## src/rtl/sap_ram_loader.sv

```systemverilog
// sap_ram_loader: streams a 16-byte program into a pair of f189 16x4 RAMs and
// read-verifies every word through the chips' inverted outputs.
module sap_ram_loader #(
    parameter int WE_CYCLES = 2,
    parameter int WORDS     = 16
) (
    input  logic       clk,
    input  logic       rst_n,
    input  logic       start,
    input  logic       in_valid,
    input  logic [7:0] in_data,
    output logic       in_ready,
    output logic       busy,
    output logic       done,
    output logic       verify_err,
    output logic [3:0] err_addr,
    output logic [3:0] ram_a,
    output logic [7:0] ram_d,
    output logic       ram_cs_n,
    output logic       ram_we_n,
    input  logic [7:0] ram_q_n
);
    localparam int CW = (WE_CYCLES > 1) ? $clog2(WE_CYCLES) : 1;
    localparam logic [CW-1:0] WE_LAST = CW'(WE_CYCLES - 1);
    localparam logic [3:0] A_LAST = 4'(WORDS - 1);

    typedef enum logic [2:0] {IDLE, WAIT, SETUP, WRITE, HOLD, VERIFY, DONE} state_t;

    state_t state;
    logic [CW-1:0] wcnt;

    // The async reset parks cs_n/we_n high at once, aborting any write in flight.
    always_ff @(posedge clk or negedge rst_n) begin
        if (!rst_n) begin
            state      <= IDLE;
            wcnt       <= '0;
            in_ready   <= 1'b0;
            busy       <= 1'b0;
            done       <= 1'b0;
            verify_err <= 1'b0;
            err_addr   <= '0;
            ram_a      <= '0;
            ram_d      <= '0;
            ram_cs_n   <= 1'b1;
            ram_we_n   <= 1'b1;
        end else begin
            case (state)
                IDLE, DONE: if (start) begin
                    state      <= WAIT;
                    ram_a      <= '0;
                    busy       <= 1'b1;
                    done       <= 1'b0;
                    verify_err <= 1'b0;
                    err_addr   <= '0;
                    in_ready   <= 1'b1;
                end
                WAIT: if (in_valid) begin
                    ram_d    <= in_data;
                    in_ready <= 1'b0;
                    ram_cs_n <= 1'b0;
                    state    <= SETUP;
                end
                SETUP: begin
                    ram_we_n <= 1'b0;
                    wcnt     <= '0;
                    state    <= WRITE;
                end
                WRITE: if (wcnt == WE_LAST) begin
                    ram_we_n <= 1'b1;
                    state    <= HOLD;
                end else begin
                    wcnt <= wcnt + 1'b1;
                end
                HOLD: state <= VERIFY;
                VERIFY: begin
                    // Only the first bad address is kept.
                    if ((~ram_q_n != ram_d) && !verify_err) begin
                        verify_err <= 1'b1;
                        err_addr   <= ram_a;
                    end
                    ram_cs_n <= 1'b1;
                    if (ram_a == A_LAST) begin
                        state <= DONE;
                        busy  <= 1'b0;
                        done  <= 1'b1;
                    end else begin
                        ram_a    <= ram_a + 1'b1;
                        in_ready <= 1'b1;
                        state    <= WAIT;
                    end
                end
                default: state <= IDLE;
            endcase
        end
    end
endmodule

```

## config.mk

```make
export PLATFORM = sky130hd
export DESIGN_NAME = sap_ram_loader
export DESIGN_NICKNAME = d
export VERILOG_FILES = /design/src/rtl/sap_ram_loader.sv
export SDC_FILE = /design/constraint.sdc
export NUM_CORES = 1
export LEC_CHECK = 0
export CAP_MARGIN = 30
export CORE_UTILIZATION = 30
export CTS_BUF_LIST = sky130_fd_sc_hd__clkbuf_8
export DETAILED_ROUTE_END_ITERATION = 12
export PLACE_DENSITY_LB_ADDON = 0.25
export SLEW_MARGIN = 0
export SYNTH_ARGS = -nofsm -noshare
export SYNTH_HDL_FRONTEND = slang
export SYNTH_SLANG_ARGS = --single-unit
```

## constraint.sdc

```tcl
create_clock -name clk -period 3.7 [get_ports clk]
set_input_delay 0.74 -clock clk [delete_from_list [all_inputs] [get_ports clk]]
set_output_delay 0.74 -clock clk [all_outputs]
set_load 0.1 [all_outputs]
```

Word-level counts from Yosys, hierarchy flattened
Cells that the tools add are included.
{"block": "totals", "register_bits": 26, "in_bits": 20, "out_inout_bits": 22, "wordCells": 70}
{"block": "classes", "n_addsub": 2, "n_eq_ne": 14, "n_mux": 26, "bitwise": 1, "n_reduce_logical": 16}
{"cell": "$pmux W3 S6", "count": 1}
{"cell": "$pmux W4 S2", "count": 2}
{"cell": "$mux W3", "count": 4}
{"cell": "$mux W4", "count": 3}
{"cell": "$ne A2 B2 Y1 const B", "count": 6}
{"cell": "$pmux W1 S2", "count": 6}
{"cell": "$reduce_and A3 Y1", "count": 4}
{"cell": "$eq A3 B3 Y1 const B", "count": 3}
{"cell": "$mux W1", "count": 9}
{"cell": "$ne A8 B8 Y1", "count": 1}
{"cell": "$not A8 Y8", "count": 1}
{"cell": "$eq A3 B2 Y1 const B", "count": 2}
{"cell": "$reduce_and A2 Y1", "count": 3}
{"cell": "$reduce_bool A2 Y1", "count": 3}
{"cell": "$add A4 B1 Y4 const B", "count": 1}
{"cell": "$eq A4 B4 Y1 const B", "count": 1}
{"cell": "$reduce_and A4 Y1", "count": 1}
{"cell": "$eq A3 B1 Y1 const B", "count": 1}
{"cell": "$logic_not A3 Y1", "count": 1}
{"cell": "$pmux W1 S3", "count": 1}
{"cell": "$reduce_bool A3 Y1", "count": 1}
{"cell": "$reduce_or A2 Y1", "count": 1}
{"cell": "$add A1 B1 Y1 const B", "count": 1}
{"cell": "$logic_and A1 B1 Y1", "count": 1}
{"cell": "$logic_not A1 Y1", "count": 1}

Depth between registers and ports, before layout
Gate-level depths: netlist of run 1.
{"block": "depth", "ltp_word": 5, "mapped_depth": 8, "mapped_depth_nobuf": 7}

Least setup slack after synthesis of run 1
OpenSTA, ideal clock, no wires.
{"block": "synth_path", "kind": "reg2reg", "from": "register ram_a[0]", "to": "register ram_a[1]", "setup_time_ns": 0.071, "t_arrival_ns": 2.092, "required_ns": 3.629, "setup_slack_ns": 1.537, "path_stages_with_launch": 6, "n_path_buf": 0, "period_less_slack_ns": 2.163, "cell_sequence": "dfrtp_1 ha_1 nand3_1 or3_4 nand2_1 a32o_1"}
{"block": "synth_between", "elab_chain_len": 3, "word_cells_on_any_way": 6, "cone_classes": "add/sub (1); eq/ne (2); mux (2); reduce/logical (1)"}
{"item": "from (decl)", "line": "17", "text": "output logic [3:0] ram_a,"}
{"item": "from (signal assigned)", "line": "87", "text": "ram_a <= ram_a + 1'b1;"}
{"item": "$add A4 B1 Y4 / $eq A4 B4 Y1 (equally long branches)", "line": "87, 82"}
{"item": "$mux W4 / $ne A2 B2 Y1 (equally long branches)"}
{"item": "$pmux W4 S2 / $reduce_and A3 Y1 (equally long branches)"}
Several ways; a longest one is shown, not always the timed one. The select of a mux whose other input is x is not followed.
A chain may end at the register's enable or synchronous reset.

Worst setup path after layout of run 1
{"block": "layout_path", "from": "register ram_we_n", "to": "output ram_we_n"}
{"item": "from (decl)", "line": "20", "text": "output logic ram_we_n,"}
{"item": "from (signal assigned)", "line": "45", "text": "ram_we_n <= 1'b1;"}
{"item": "from (signal assigned)", "line": "64", "text": "ram_we_n <= 1'b0;"}
{"item": "from (signal assigned)", "line": "69", "text": "ram_we_n <= 1'b1;"}
No word-level cell between the ends.

==> impl_results.html, run 1 <==
<table>
<tr><th>Metric</th><th>Value</th></tr>
<tr><th colspan="2">Die</th></tr>
<tr><td>Die Span Y</td><td>70.50 µm</td></tr>
<tr><td>Floorplan die area</td><td>4970 µm²</td></tr>
<tr><td>Number of rows created at floorplan</td><td>24</td></tr>
<tr><td>I/O pins</td><td>42</td></tr>
<tr><td>Initial cell density of the core</td><td>0.3167</td></tr>
<tr><td>Horizontal extent of the die</td><td>70.50 µm</td></tr>
<tr><td>Area of the placeable core</td><td>4444 µm²</td></tr>
<tr><th colspan="2">Timing</th></tr>
<tr><td>Final slew viol count</td><td>0</td></tr>
<tr><td>Setup repair after global routing missed its margin</td><td>false</td></tr>
<tr><td>Relative max-transition margin</td><td>0.3418</td></tr>
<tr><td>Final critical-path required period</td><td>2.674 ns</td></tr>
<tr><td>Setup slack of the critical path after layout</td><td>1.026 ns</td></tr>
<tr><td>Number of failing hold endpoints at the final stage</td><td>0</td></tr>
<tr><td>Fin crit share</td><td>0.7227</td></tr>
<tr><td># setup viols final</td><td>0</td></tr>
<tr><td>FMAX</td><td>374.0 MHz</td></tr>
<tr><td>Worst clock skew on the final layout</td><td>0.008073 ns</td></tr>
<tr><td>Actual slew at the worst max-slew pin</td><td>0.9842 ns</td></tr>
<tr><td>TNS Setup</td><td>0 ns</td></tr>
<tr><th colspan="2">Synthesis</th></tr>
<tr><td>Avg Inst Size Synth</td><td>11.08 µm²</td></tr>
<tr><td>Cell type with the highest aggregate area in the netlist</td><td>sky130_fd_sc_hd__dfrtp_1</td></tr>
<tr><td>Top area cells in the synthesized netlist</td><td>sky130_fd_sc_hd__dfrtp_1, sky130_fd_sc_hd__mux2_2, sky130_fd_sc_hd__xnor2_1, sky130_fd_sc_hd__dfstp_2, sky130_fd_sc_hd__a32o_1</td></tr>
<tr><td>Combinational family with the most area after synthesis</td><td>compound AO/OA/AOI/OAI gates</td></tr>
<tr><td>Synth Area in Adders</td><td>0.01778</td></tr>
<tr><td>EDFF count, synth</td><td>0</td></tr>
<tr><td>YS warnings</td><td>0</td></tr>
<tr><td>Most frequent cells after synthesis</td><td>sky130_fd_sc_hd__dfrtp_1, sky130_fd_sc_hd__a21oi_1, sky130_fd_sc_hd__mux2_2, sky130_fd_sc_hd__nand2_1, sky130_fd_sc_hd__xnor2_1</td></tr>
<tr><td>Cell variety after synth</td><td>41</td></tr>
<tr><td>Post-synth ARST share</td><td>1.000</td></tr>
<tr><td>Simple-gate share of the synthesized area</td><td>0.1582</td></tr>
<tr><td>Multiplexer area fraction after synthesis</td><td>0.07200</td></tr>
<tr><td>Most used flip-flop cell after synthesis</td><td>sky130_fd_sc_hd__dfrtp_1</td></tr>
<tr><td>Post-synthesis cell count</td><td>127</td></tr>
<tr><td>Portion of the post-synthesis area used by sequential elements</td><td>0.4640</td></tr>
<tr><td>Nets in the synthesized netlist</td><td>149</td></tr>
<tr><td>Synthesized-area fraction occupied by ao, oa, aoi and oai cells</td><td>0.2027</td></tr>
<tr><td>Parity-gate share of the synthesized area counting xor and xnor cells</td><td>0.04978</td></tr>
<tr><td>#FFs+latches synth</td><td>26</td></tr>
<tr><td>Cell with the most instances after synthesis</td><td>sky130_fd_sc_hd__dfrtp_1</td></tr>
<tr><td>Area share of the largest cell type after synthesis</td><td>0.4267</td></tr>
<tr><td>Area of the mapped netlist</td><td>1408 µm²</td></tr>
<tr><th colspan="2">Global routing</th></tr>
<tr><td>All-Layer GR Usage</td><td>0.1288</td></tr>
<tr><td>Total grt overflow</td><td>0</td></tr>
<tr><td>Maximum number of pins on one net before global-route repair</td><td>27</td></tr>
<tr><td>Initial antenna violation count</td><td>0</td></tr>
<tr><td>Global-route wire length before repair</td><td>5133 µm</td></tr>
<tr><td>Vias in the first global route</td><td>1069</td></tr>
<tr><th colspan="2">Clocking</th></tr>
<tr><td>Total clock sinks</td><td>26</td></tr>
<tr><td>Inserted Clock Buffers</td><td>3</td></tr>
<tr><td>Root buffer selected by CTS</td><td>sky130_fd_sc_hd__clkbuf_8</td></tr>
<tr><td>Insertion delay of the later-clocked pin in the worst-skew pair</td><td>0.26 ns</td></tr>
<tr><td>Post-CTS setup buffer count</td><td>0</td></tr>
<tr><td>Clock Tree Buf Depth</td><td>2</td></tr>
<tr><td>Gates resized, CTS repair</td><td>0</td></tr>
<tr><td>Hold buffers post-CTS</td><td>0</td></tr>
<tr><td>H-tree depth</td><td>1</td></tr>
<tr><td>Clock edge transition at the registers on the reported setup and hold paths</td><td>0.09 ns</td></tr>
<tr><td>CTS tree</td><td>yes</td></tr>
<tr><th colspan="2">Place</th></tr>
<tr><td>Cell area reported after detailed placement</td><td>1863 µm²</td></tr>
<tr><td>Number of cells after detailed placement</td><td>217</td></tr>
<tr><td>Placed wire-length estimate after detailed placement</td><td>2237 µm</td></tr>
<tr><td>Routability-driven placement congestion ratio</td><td>0.8693</td></tr>
<tr><td>Worst slack, placed</td><td>1.320 ns</td></tr>
<tr><td>Number of buffer cells added on primary ports</td><td>41</td></tr>
<tr><th colspan="2">Pwr</th></tr>
<tr><td>Reported leakage power</td><td>0.7360 nW</td></tr>
<tr><td>Total chip power</td><td>1.767 mW</td></tr>
<tr><td>Power density cells</td><td>921.2 nW/µm²</td></tr>
<tr><td>Largest voltage drop on the vdd net</td><td>0.4077 mV</td></tr>
<tr><th colspan="2">Drt</th></tr>
<tr><td>Starting DRC count in detailed routing</td><td>86</td></tr>
<tr><td>Count of nets left with antenna violations after detail routing</td><td>0</td></tr>
<tr><td>Count of vias placed by the detailed router</td><td>1119</td></tr>
<tr><td>Vias per cell</td><td>5.063</td></tr>
<tr><td>First-pass iteration count of the detailed router</td><td>8</td></tr>
<tr><td>Final wirelength</td><td>2994 µm</td></tr>
<tr><td>Per-cell routed wire length</td><td>13.55 µm</td></tr>
<tr><td>DRC</td><td>12</td></tr>
<tr><th colspan="2">Final layout</th></tr>
<tr><td>Ant diodes</td><td>0</td></tr>
<tr><td>Final cell count without fillers</td><td>221</td></tr>
<tr><td>Post-synthesis to final-layout area growth</td><td>36.27%</td></tr>
<tr><td>Number of filler instances in the final layout</td><td>430</td></tr>
<tr><td>Share of post-route cells with drive strength above 1</td><td>0.1657</td></tr>
<tr><td>Nets</td><td>192</td></tr>
<tr><td>Final instance area</td><td>1918 µm²</td></tr>
<tr><th colspan="2">Setup path</th></tr>
<tr><td>CP arrival</td><td>1.93 ns</td></tr>
<tr><td>Kind of launch point of the worst setup path</td><td>flop</td></tr>
<tr><td>Data required time of the critical path</td><td>2.96 ns</td></tr>
<tr><td>Largest fanout of any net on the critical path</td><td>2</td></tr>
<tr><td>WP buf/inv</td><td>1</td></tr>
<tr><td>Number of cells traversed by the worst register-to-register path</td><td>3</td></tr>
<tr><td>Category of the most critical setup path</td><td>flop to primary output</td></tr>
<tr><td>Critical Path, Cell by Cell</td><td>clkdlybuf4s50_1</td></tr>
<tr><td>Worst path slowest cell</td><td>sky130_fd_sc_hd__clkdlybuf4s50_1</td></tr>
<tr><td>Reg-to-reg critical path endpoint</td><td>ram_d[3]</td></tr>
<tr><td>Reg-to-reg critical path startpoint</td><td>state[0]</td></tr>
<tr><td>CP max stage delay</td><td>1.13 ns</td></tr>
<tr><td>Setup slack, reg-to-reg</td><td>1.90 ns</td></tr>
<tr><td>Element type at the critical path end</td><td>primary output</td></tr>
<tr><td>Launch point of the critical path</td><td>ram_we_n</td></tr>
<tr><td>Dominant delay contributor by cell family on the critical path</td><td>buffers and inverters</td></tr>
<tr><th colspan="2">Job</th></tr>
<tr><td>Maximum capacitance violations</td><td>0</td></tr>
<tr><th colspan="2">Outcome</th></tr>
<tr><td>Violations in the final reports</td><td>DRC</td></tr>
<tr><td>Run status</td><td>finished with violations</td></tr>
<tr><th colspan="2">Worst hold path</th></tr>
<tr><td>Worst hold path stage count</td><td>2</td></tr>
<tr><td>Endpoint of the worst hold-timing path</td><td>ram_cs_n</td></tr>
<tr><td>Start point of the worst hold path</td><td>ram_cs_n</td></tr>
<tr><td>Path class of the lowest-slack min-delay path</td><td>flop to flop</td></tr>
</table>
[worst max-delay path by stage]
stage | to | depth (start not counted)
final | ram_we_n | 1
after detailed placement | ram_cs_n | 1
after global routing | ram_a[0] | 1
after global placement | ram_we_n | 1
after floorplan | ram_a[1] | 5
after CTS | ram_we_n | 1
[kinds of logic (layout without fill, tap and decap cells)]
group,count (synthesis),count (layout)
muxes,9,9
xor gates and xnor gates,8,8
DFF,26,26
AOI/OAI and AO/OA,40,40
adders and majority gates,2,2
buffers and inverters,10,52
and+or+nand+nor,32,32
[final cells by class]
type                    count  area [µm²]  share of cell area
clock buffers               4       55.05             0.02870
repair buffers             42       417.9              0.2179
multi-input cells          91       704.4              0.3673
well taps                  52       65.06             0.03392
inverters                   6       22.52             0.01174
flip-flops and latches     26       653.1              0.3405
[per-layer routing]
metal  share of wire  vias up  wire length [µm]  GRT usage
li1                -      545                 -          -
met1            0.46      535              1367     0.1782
met5               0        -                 0          0
met4          0.0057        0                17    0.02721
met2            0.47       37              1401     0.2060
met3           0.069        2               208    0.03030
[state kept, by name (all words and copies together), names as in the netlist]
| register | cells |
|---|---|
| ram_d | 8 |
| err_addr | 4 |
| ram_a | 4 |
| state | 3 |
| busy | 1 |
| done | 1 |
| in_ready | 1 |
| ram_cs_n | 1 |
| ram_we_n | 1 |
| verify_err | 1 |
| wcnt | 1 |
[metrics by stage]
stage	hold slack (ns)	util
global placement	0.4861	0.4192
finish	0.4897	0.4316
global route	0.5208	0.4316
detailed placement	0.4775	0.4192
floorplan	0.4444	-
CTS	0.4921	0.4316
[cells in the final DEF (no fill, tap or decap), types with 3 or more instances in the layout]
| cell type | n |
|---|---|
| sky130_fd_sc_hd__mux2_2 | 9 |
| sky130_fd_sc_hd__nand2_1 | 9 |
| sky130_fd_sc_hd__inv_1 | 5 |
| sky130_fd_sc_hd__clkbuf_8 | 4 |
| sky130_fd_sc_hd__nor2_1 | 4 |
| sky130_fd_sc_hd__clkdlybuf4s50_1 | 41 |
| sky130_fd_sc_hd__nand2b_1 | 4 |
| sky130_fd_sc_hd__a21o_1 | 3 |
| sky130_fd_sc_hd__o21ai_0 | 6 |
| sky130_fd_sc_hd__xnor2_1 | 8 |
| sky130_fd_sc_hd__a32o_1 | 5 |
| sky130_fd_sc_hd__o22ai_1 | 3 |
| sky130_fd_sc_hd__nand3_1 | 3 |
| sky130_fd_sc_hd__dfrtp_1 | 24 |
| sky130_fd_sc_hd__a21oi_1 | 9 |
[power breakdown]
| part | total, mW | internal [mW] | switching (mW) |
|---|---|---|---|
| combinational | 1.08 | 0.324 | 0.757 |
| clock | 0.180 | 0.0949 | 0.0855 |
| sequential | 0.505 | 0.377 | 0.128 |
(Power assumes the default switching activity.)
==> run 2: changes to the inputs <==
==> constraint.sdc (replaced) <==
create_clock -name clk -period 2.43 [get_ports clk]
set_input_delay 0.486 -clock clk [delete_from_list [all_inputs] [get_ports clk]]
set_output_delay 0.486 -clock clk [all_outputs]
set_load 0.1 [all_outputs]
==> run 2 against run 1 <==
The flow still finishes with violations (DRC). Non-clock buffer count stayed put. Sequential power is 52% higher. Largest power group unchanged. Register-to-register slack worse by 1.3 ns. Highest routed layer unchanged. Design area is 3.4% lower. Critical path type is now input pin to flop.
==> impl_results.html, run 2 (synthesis gave the netlist of run 1 again) <==
<table>
<tr><th>Metric</th><th>Value</th></tr>
<tr><th colspan="2">Outcome</th></tr>
<tr><td>Run status</td><td>finished with violations</td></tr>
<tr><td>Violations in the final reports</td><td>DRC</td></tr>
<tr><th colspan="2">Timing</th></tr>
<tr><td># setup viols final</td><td>0 (unchanged)</td></tr>
<tr><td>Number of failing hold endpoints at the final stage</td><td>0 (unchanged)</td></tr>
<tr><td>Relative max-transition margin</td><td>0.5909 (+0.2491)</td></tr>
<tr><td>TNS Setup</td><td>0 ns (unchanged)</td></tr>
<tr><td>Actual slew at the worst max-slew pin</td><td>0.6136 ns (-0.3706 ns)</td></tr>
<tr><td>Setup repair after global routing missed its margin</td><td>false</td></tr>
<tr><td>Final slew viol count</td><td>0 (unchanged)</td></tr>
<tr><td>FMAX</td><td>556.8 MHz</td></tr>
<tr><td>Worst clock skew on the final layout</td><td>0.002470 ns (-0.005603 ns)</td></tr>
<tr><td>Worst Hold Slack</td><td>0.4977 ns (+0.008056 ns)</td></tr>
<tr><td>Final critical-path required period</td><td>1.796 ns</td></tr>
<tr><td>Setup slack of the critical path after layout</td><td>0.6341 ns (-0.3919 ns)</td></tr>
<tr><td>Fin crit share</td><td>0.7390</td></tr>
<tr><th colspan="2">Die</th></tr>
<tr><td>Floorplan die area</td><td>4970 µm² (unchanged)</td></tr>
<tr><td>Die Span Y</td><td>70.50 µm (unchanged)</td></tr>
<tr><td>Horizontal extent of the die</td><td>70.50 µm (unchanged)</td></tr>
<tr><td>Initial cell density of the core</td><td>0.3167 (unchanged)</td></tr>
<tr><td>Area of the placeable core</td><td>4444 µm² (unchanged)</td></tr>
<tr><td>Number of rows created at floorplan</td><td>24 (unchanged)</td></tr>
<tr><td>I/O pins</td><td>42 (unchanged)</td></tr>
<tr><th colspan="2">Final layout</th></tr>
<tr><td>Max FFs per register</td><td>8 (unchanged)</td></tr>
<tr><td>Most common library cell in the layout ignoring fill and taps</td><td>sky130_fd_sc_hd__dfrtp_1</td></tr>
<tr><td>Leading cell types in the layout, fill and taps excluded</td><td>sky130_fd_sc_hd__dfrtp_1, sky130_fd_sc_hd__buf_4, sky130_fd_sc_hd__clkdlybuf4s50_1</td></tr>
<tr><td>Number of filler instances in the final layout</td><td>441 (+2.6%)</td></tr>
<tr><td>Final instance area</td><td>1853 µm² (-3.4%)</td></tr>
<tr><td>Final cell count without fillers</td><td>221 (unchanged)</td></tr>
<tr><td>Register with the most flip-flops</td><td>ram_d</td></tr>
<tr><td>Top Registers</td><td>ram_d x8, err_addr x4, ram_a x4</td></tr>
<tr><td>Share of post-route cells with drive strength above 1</td><td>0.2899 (+0.1243)</td></tr>
<tr><td>Post-synthesis to final-layout area growth</td><td>31.64%</td></tr>
<tr><td>Ant diodes</td><td>0 (unchanged)</td></tr>
<tr><td>Nets</td><td>192 (unchanged)</td></tr>
<tr><th colspan="2">Pwr</th></tr>
<tr><td>Sw Pwr</td><td>1.463 mW (+51%)</td></tr>
<tr><td>Internal Pwr Total</td><td>1.143 mW (+44%)</td></tr>
<tr><td>Switching share of power</td><td>0.5613 (+0.01221)</td></tr>
<tr><td>Largest voltage drop on the vdd net</td><td>0.4753 mV (+17%)</td></tr>
<tr><td>Power density cells</td><td>1406 nW/µm² (+53%)</td></tr>
<tr><td>Relative contribution of combinational cells to total power</td><td>0.612 (about the same)</td></tr>
<tr><td>Part of the power in registers</td><td>0.295 (+0.009)</td></tr>
<tr><td>Clock group share of total power</td><td>0.092 (-0.010)</td></tr>
<tr><td>Reported leakage power</td><td>0.7657 nW (+4.0%)</td></tr>
<tr><th colspan="2">Drt</th></tr>
<tr><td>Final wirelength</td><td>2975 µm (-0.63%)</td></tr>
<tr><td>DRC</td><td>12 (unchanged)</td></tr>
<tr><td>Starting DRC count in detailed routing</td><td>50 (-42%)</td></tr>
<tr><td>Vias per cell</td><td>5.063 (unchanged)</td></tr>
<tr><td>First-pass iteration count of the detailed router</td><td>8 (unchanged)</td></tr>
<tr><td>Count of nets left with antenna violations after detail routing</td><td>0 (unchanged)</td></tr>
<tr><td>Count of vias placed by the detailed router</td><td>1119 (unchanged)</td></tr>
<tr><td>Per-cell routed wire length</td><td>13.46 µm (-0.63%)</td></tr>
<tr><th colspan="2">Place</th></tr>
<tr><td>Routability-driven placement congestion ratio</td><td>0.7989 (-8.1%)</td></tr>
<tr><td>Worst slack, placed</td><td>0.4017 ns (-0.9186 ns)</td></tr>
<tr><td>Number of buffer cells added on primary ports</td><td>41 (unchanged)</td></tr>
<tr><td>Placed wire-length estimate after detailed placement</td><td>2268 µm (+1.3%)</td></tr>
<tr><td>Number of cells after detailed placement</td><td>217 (unchanged)</td></tr>
<tr><td>Cell area reported after detailed placement</td><td>1808 µm² (-3.0%)</td></tr>
<tr><th colspan="2">Clocking</th></tr>
<tr><td>Insertion delay of the later-clocked pin in the worst-skew pair</td><td>0.26 ns (about the same)</td></tr>
<tr><td>Post-CTS setup buffer count</td><td>0 (unchanged)</td></tr>
<tr><td>Gates resized, CTS repair</td><td>0 (unchanged)</td></tr>
<tr><td>H-tree depth</td><td>1 (unchanged)</td></tr>
<tr><td>Total clock sinks</td><td>26 (unchanged)</td></tr>
<tr><td>Inserted Clock Buffers</td><td>3 (unchanged)</td></tr>
<tr><td>Root buffer selected by CTS</td><td>sky130_fd_sc_hd__clkbuf_8</td></tr>
<tr><td>Clock edge transition at the registers on the reported setup and hold paths</td><td>0.09 ns (about the same)</td></tr>
<tr><td>CTS tree</td><td>yes</td></tr>
<tr><td>Hold buffers post-CTS</td><td>0 (unchanged)</td></tr>
<tr><td>Clock Tree Buf Depth</td><td>2 (unchanged)</td></tr>
<tr><th colspan="2">Setup path</th></tr>
<tr><td>CP max stage delay</td><td>0.46 ns (-0.67 ns)</td></tr>
<tr><td>Kind of launch point of the worst setup path</td><td>input pin</td></tr>
<tr><td>CP arrival</td><td>1.97 ns (+0.04 ns)</td></tr>
<tr><td>Number of cells traversed by the worst register-to-register path</td><td>7 (+4)</td></tr>
<tr><td>Critical Path, Cell by Cell</td><td>clkdlybuf4s50_1 &gt; nor2b_1 &gt; a2111oi_0 &gt; a21o_1 &gt; o21ai_0 &gt; o31ai_1</td></tr>
<tr><td>Largest fanout of any net on the critical path</td><td>4 (+2)</td></tr>
<tr><td>WP buf/inv</td><td>1 (unchanged)</td></tr>
<tr><td>Worst path slowest cell</td><td>sky130_fd_sc_hd__clkdlybuf4s50_1</td></tr>
<tr><td>Dominant delay contributor by cell family on the critical path</td><td>compound AO/OA/AOI/OAI gates</td></tr>
<tr><td>Category of the most critical setup path</td><td>input pin to flop</td></tr>
<tr><td>Critical path depth</td><td>6 (+5)</td></tr>
<tr><td>Element type at the critical path end</td><td>flop</td></tr>
<tr><td>Data required time of the critical path</td><td>2.60 ns (-0.36 ns)</td></tr>
<tr><th colspan="2">Global routing</th></tr>
<tr><td>Met3 GRT Util</td><td>0.02453 (-0.005772)</td></tr>
<tr><td>GR met2 Demand/Resource</td><td>0.1996 (-0.006472)</td></tr>
<tr><td>Vias in the first global route</td><td>1083 (+1.3%)</td></tr>
<tr><td>Initial antenna violation count</td><td>0 (unchanged)</td></tr>
<tr><td>Global-route wire length before repair</td><td>5002 µm (-2.6%)</td></tr>
<tr><td>Met1 layer usage reported by global route</td><td>0.1748 (-0.003426)</td></tr>
<tr><td>All-Layer GR Usage</td><td>0.1256 (-0.003152)</td></tr>
<tr><td>Maximum number of pins on one net before global-route repair</td><td>27 (unchanged)</td></tr>
<tr><td>Total grt overflow</td><td>0 (unchanged)</td></tr>
<tr><td>Busiest layer in global routing</td><td>met2</td></tr>
<tr><th colspan="2">Job</th></tr>
<tr><td>Maximum capacitance violations</td><td>0 (unchanged)</td></tr>
<tr><th colspan="2">Worst hold path</th></tr>
<tr><td>Worst hold path stage count</td><td>2 (unchanged)</td></tr>
<tr><td>Path class of the lowest-slack min-delay path</td><td>flop to flop</td></tr>
</table>
## run 2: changes by cell type in the layout (fill, tap and decap cells not counted), sizes merged
cell	delta
buf	+22
clkdlybuf4s50	-22
clkbuf	-1
inv	+1
## run 2: power groups by stage
stage                     sequential (mW)  combinational, mW  clock (mW)
final                               0.770               1.60       0.241
after global routing                0.799               1.68       0.270
after CTS                           0.773               1.61       0.255
after detailed placement            0.781               1.60           0
after global placement              0.775               1.59           0
after floorplan                      1.47              0.612           0
## run 2: final cells by class
cell class              instances  area [µm²]  area share
clock inverters                 1       3.754    0.002026
well taps                      52       65.06     0.03511
clock buffers                   3       41.29     0.02228
repair buffers                 42       362.8      0.1958
inverters                       6       22.52     0.01215
multi-input cells              91       704.4      0.3801
flip-flops and latches         26       653.1      0.3525
## run 2: layer usage
metal  vias up  routed length (µm)  share of wire
met5         -                   0              0
met4         0                  17         0.0057
met3         2                 176          0.059
met2        32                1385           0.47
met1       539                1397           0.47
li1        546                   -              -
## run 2: path summary, 6_finish.rpt
path / end / slack (ns) / start
min: ram_cs_n / 0.50 / ram_cs_n
min in group asynchronous: ram_d[5] / 0.59 / rst_n
min reg2reg: ram_cs_n / 0.50 / ram_cs_n
max reg2reg: state[0] / 0.65 / state[2]
max: state[1] / 0.63 / start
max in group asynchronous: ram_cs_n / 1.55 / rst_n
## run 2: through the flow
stage,util,total power [mW]
global route,0.4169,2.745
floorplan,-,2.083
detailed placement,0.4068,2.383
CTS,0.4169,2.635
finish,0.4169,2.606
global placement,0.4068,2.368
## run 2: worst register-to-register path: stages (launching register included)
cell	delay, ns
sky130_fd_sc_hd__dfrtp_1	0.64
sky130_fd_sc_hd__inv_1	0.18
sky130_fd_sc_hd__ha_1	0.40
sky130_fd_sc_hd__inv_1	0.06
sky130_fd_sc_hd__a31oi_1	0.12
sky130_fd_sc_hd__nor2_1	0.06
sky130_fd_sc_hd__nor2_1	0.12
sky130_fd_sc_hd__o22ai_1	0.09
==> RTL change 1: new RTL, settings of run 1 <==
Put one more register stage on the output `verify_err`, with the module's reset. The value now appears one clock later. The other outputs are not delayed to match.
--- a/src/rtl/sap_ram_loader.sv
+++ b/src/rtl/sap_ram_loader.sv
@@ -27,4 +27,6 @@
     typedef enum logic [2:0] {IDLE, WAIT, SETUP, WRITE, HOLD, VERIFY, DONE} state_t;
 
+    logic verify_err_s0;
+
     state_t state;
     logic [CW-1:0] wcnt;
@@ -38,5 +40,5 @@
             busy       <= 1'b0;
             done       <= 1'b0;
-            verify_err <= 1'b0;
+            verify_err_s0 <= 1'b0;
             err_addr   <= '0;
             ram_a      <= '0;
@@ -51,5 +53,5 @@
                     busy       <= 1'b1;
                     done       <= 1'b0;
-                    verify_err <= 1'b0;
+                    verify_err_s0 <= 1'b0;
                     err_addr   <= '0;
                     in_ready   <= 1'b1;
@@ -75,6 +77,6 @@
                 VERIFY: begin
                     // Only the first bad address is kept.
-                    if ((~ram_q_n != ram_d) && !verify_err) begin
-                        verify_err <= 1'b1;
+                    if ((~ram_q_n != ram_d) && !verify_err_s0) begin
+                        verify_err_s0 <= 1'b1;
                         err_addr   <= ram_a;
                     end
@@ -94,4 +96,12 @@
         end
     end
+    always_ff @(posedge clk or negedge rst_n) begin
+        if (!rst_n) begin
+            verify_err <= '0;
+        end else begin
+            verify_err <= verify_err_s0;
+        end
+    end
+
 endmodule
 
Formal check against the unedited RTL: not equivalent (a bounded check fails within 10 cycles, from zero or initial values and one cycle with rst_n low).
==> RTL change 1 against run 1 <==
Synthesized area shrank 8.3%. Worst hold slack worse by 0.064 ns. Design area is 6.4% lower. Critical endpoint is now ram_cs_n. Sequential cell count up 1. Largest cell class is now flip-flops and latches. Setup slack got worse by 0.013 ns. Routed wire length fell by 6.2%.
Power is left out: the tool's default activity adds up to more than one toggle a clock period on the data nets, which glitch-free logic cannot reach.
==> RTL change 1: results (changes against run 1) <==
hold_start: "verify_err_s0"  # was ram_cs_n
postSynthNetCount: 140  # was 149
clock_tree_area_fraction: 0.02718  # was 0.02870
synthXorXnorAreaFrac: 0.06105  # was 0.04978
track_usage: 0.1403  # was 0.1288
place.gp.congestion: 0.7296  # was 0.8693
grt_pass1_wl_um: 4774  # was 5133 um
synthAdderAreaFrac: 0.009690  # was 0.01778
drt_iter0_drc: 43  # was 86
arrival_ns: 1.95  # was 1.93 ns
n_fill_cell: 392  # was 430
routed_via_density: 4.767  # was 5.063
synthMuxAreaShare: 0.1182  # was 0.07200
synth_compound_area_frac: 0.07946  # was 0.2027
cp-endpoint: "ram_cs_n"  # was ram_we_n
r2r_end: "err_addr[1]"  # was ram_d[3]
crit-reg2reg-launch: "state[2]"  # was state[0]
buffers: 43  # was 42
grt_pass1_vias: 1068  # was 1,069
seq_area_sq_um: 678.2  # was 653.1 sq um
dpl-instance-area_sq_um: 1747  # was 1863 sq um
finalNetCount: 182  # was 192
run_status: "finished, final reports clean"  # was finished, violations left
synth_seq_cells: 27  # was 26
synthTopCellsByCount: "dfrtp_1 (25), nand2_1 (17), mux2_1 (10)"  # was dfrtp_1 (24), a21oi_1 (9), mux2_2 (9), nand2_1 (9), xnor2_1 (8)
ff2ff_setup_slack_ns: 1.65  # was 1.90 ns
firstDrtPassIters: 3  # was 8
num-nonclk-inverters: 3  # was 6
synthDistinctLibCells: 35  # was 41
grt_max_degree: 28  # was 27
-- RTL change 1: cell types whose count changed in the layout (fill, tap and decap cells not counted), moves of 4 or more --
cell / run 1 / this run
a32o_1: 5 / 0
nand2_1: 9 / 17
mux2_1: 0 / 10
mux2i_1: 0 / 4
a21oi_1: 9 / 4
mux2_2: 9 / 0
-- RTL change 1: through the flow --
stage | setup WS (ns) | std cells | hold slack [ns] | utilization
finish | 1.013 | 210 | 0.4254 | 0.4425
global route | 0.9763 | 210 | 0.4564 | 0.4425
CTS | 1.003 | 210 | 0.4189 | 0.4425
detailed placement | 1.197 | 206 | 0.3962 | 0.4305
global placement | 1.272 | 206 | 0.4007 | 0.4305
floorplan | 1.733 | 119 | 0.3751 | -
-- RTL change 1: per-layer routing --
layer,track usage,vias up,share of wire
met5,0,-,0
met4,0.03723,0,0.0075
met3,0.02534,2,0.037
met2,0.2426,27,0.48
met1,0.1773,481,0.47
li1,-,491,-
==> RTL change 2: new RTL, config.mk and constraints of run 1 <==
Made on the original files. `WE_CYCLES`: 2 -> 4.
--- a/src/rtl/sap_ram_loader.sv
+++ b/src/rtl/sap_ram_loader.sv
@@ -2,5 +2,5 @@
 // read-verifies every word through the chips' inverted outputs.
 module sap_ram_loader #(
-    parameter int WE_CYCLES = 2,
+    parameter int WE_CYCLES = 4,
     parameter int WORDS     = 16
 ) (
Behaviour: not the same (a bounded check fails within 10 cycles, from zero or initial values and one cycle with rst_n low).
==> RTL change 2 against run 1 <==
Setup slack improved by 0.0089 ns. Routed wire length decreased by 0.27%. Design area decreased by 0.98%. Highest routed layer unchanged. Critical path depth unchanged. Sequential cell count increased by 1. Synthesized area increased by 0.89%. Critical endpoint is now ram_cs_n. Via count decreased by 2.4%.
Power is not shown: default switching activity piles up to over one toggle a cycle in this logic, so the estimate is an artifact.
==> RTL change 2: results (changes against run 1) <==
arrival_ns: 1.93  # about the same
cp-endpoint: "ram_cs_n"  # was ram_we_n
clkLatencyLatePin_ns: 0.27
grt_remaining_overflow: 0  # unchanged
place.gp.congestion: 0.7491  # was 0.8693
dpl_worst_slack_ns: 1.331  # was 1.320 ns
clkTransAtPathRegs_ns: 0.09  # about the same
crit_start: "ram_cs_n"  # was ram_we_n
finalNetCount: 196  # was 192
fin_worst_skew_ns: 0.001900  # was 0.008073 ns
diodes: 0  # unchanged
drt_iter0_drc: 42  # was 86
synthTopCellsByCount: "dfrtp_1 (25), nand2_1 (20), mux2_2 (11)"  # was dfrtp_1 (24), a21oi_1 (9), mux2_2 (9), nand2_1 (9), xnor2_1 (8)
clock_path_buffers: 2  # unchanged
max_stage_delay_ns: 1.12
portBuffers: 41  # unchanged
layout-drive-gt1-share: 0.1329  # was 0.1657
cts_resized: 0  # unchanged
postSynthNetCount: 155  # was 149
run_status: "finished, final reports clean"  # was finished, violations left
vias: 1092  # was 1,119
seq_area_frac_synth: 0.4775  # was 0.4640
ys_warn_count: 0  # unchanged
synthDistinctLibCells: 35  # was 41
relSlewSlack: 0.3444  # was 0.3418
cts_setup_buffers: 0  # unchanged
grt_pass1_wl_um: 5368  # was 5133 um
numCtsBuffers: 3  # unchanged
grt_pass1_vias: 1230  # was 1,069
antenna_found_initial: 0  # unchanged
top_regs: "ram_d: 8 flops, err_addr: 4 flops, ram_a: 4 flops"  # unchanged
cp_max_fo: 2  # unchanged
h-tree-depth: 1  # unchanged
grt_max_degree: 28  # was 27
clock-root-buffer: "clkbuf_8"  # unchanged
rr_worst_depth: 4  # was 3
ff2ff_setup_slack_ns: 2.02  # was 1.90 ns
r2r_end: "ram_a[0]"  # was ram_d[3]
holdCritPathClass: "register to register"  # unchanged
critical-path-slowest-cell: "clkdlybuf4s50_1"  # unchanged
yosys-top-cells-area: "dfrtp_1 (44%), mux2_2 (8.7%), nand2_1 (5.3%)"  # was dfrtp_1 (43%), mux2_2 (7.2%), xnor2_1 (5.0%)
track_usage: 0.1344  # was 0.1288
dpl-instance-area_sq_um: 1853  # was 1863 sq um
crit-reg2reg-launch: "state[0]"  # unchanged
crit_family: "buffers and inverters"  # unchanged
min_period_ns: 2.665  # was 2.674 ns
firstDrtPassIters: 6  # was 8
dp_hpwl_um: 2254  # was 2237 um
async_flop_share: 1.000  # unchanged
wirelength_um: 2986  # was 2994 um
-- RTL change 2: logic make-up after synthesis --
| family | Yosys count | synth area share |
|---|---|---|
| AO/OA/AOI/OAI | 26 | 0.1216 |
| XOR/XNOR | 8 | 0.04934 |
| adder cells (fa/ha/maj) | 2 | 0.01762 |
| buffers and inverters | 9 | 0.04317 |
| flip-flops | 27 | 0.4775 |
| multiplexers | 16 | 0.1225 |
| AND/OR/NAND/NOR | 45 | 0.1683 |
-- RTL change 2: per-stage QoR --
stage,instances,util
4_1_cts,225,0.4274
5_1_grt,225,0.4274
3_3_place_gp,221,0.4169
2_1_floorplan,133,-
3_5_place_dp,221,0.4169
6_report,225,0.4274
-- RTL change 2: worst min-delay path by stage --
| stage | startpoint | endpoint | slack, ns | cells past startpoint |
|---|---|---|---|---|
| 6_report | ram_cs_n | ram_cs_n | 0.46 | 2 |
| 5_1_grt | ram_cs_n | ram_cs_n | 0.49 | 2 |
| 4_1_cts | ram_cs_n | ram_cs_n | 0.47 | 2 |
| 3_5_place_dp | ram_cs_n | ram_cs_n | 0.45 | 2 |
| 3_3_place_gp | ram_cs_n | ram_cs_n | 0.45 | 2 |
| 2_1_floorplan | rst_n | busy | 0.44 | 0 |
-- RTL change 2: final cells by class --
type                       count  area [sq um]
timing repair buffer          42         417.9
clock buffer                   3         41.29
clock inverter                 1         5.005
sequential                    27         678.2
tap                           52         65.06
multi-input combinational     97         680.7
fill                         426          2545
inverter                       3         11.26
-- RTL change 2: routing by layer --
layer / part of all wire / GRT usage / vias to the layer above
li1: - / - / 546
met1: 0.46 / 0.1643 / 511
met2: 0.48 / 0.2265 / 31
met3: 0.046 / 0.03276 / 4
met4: 0.015 / 0.05778 / 0
met5: 0 / 0 / -
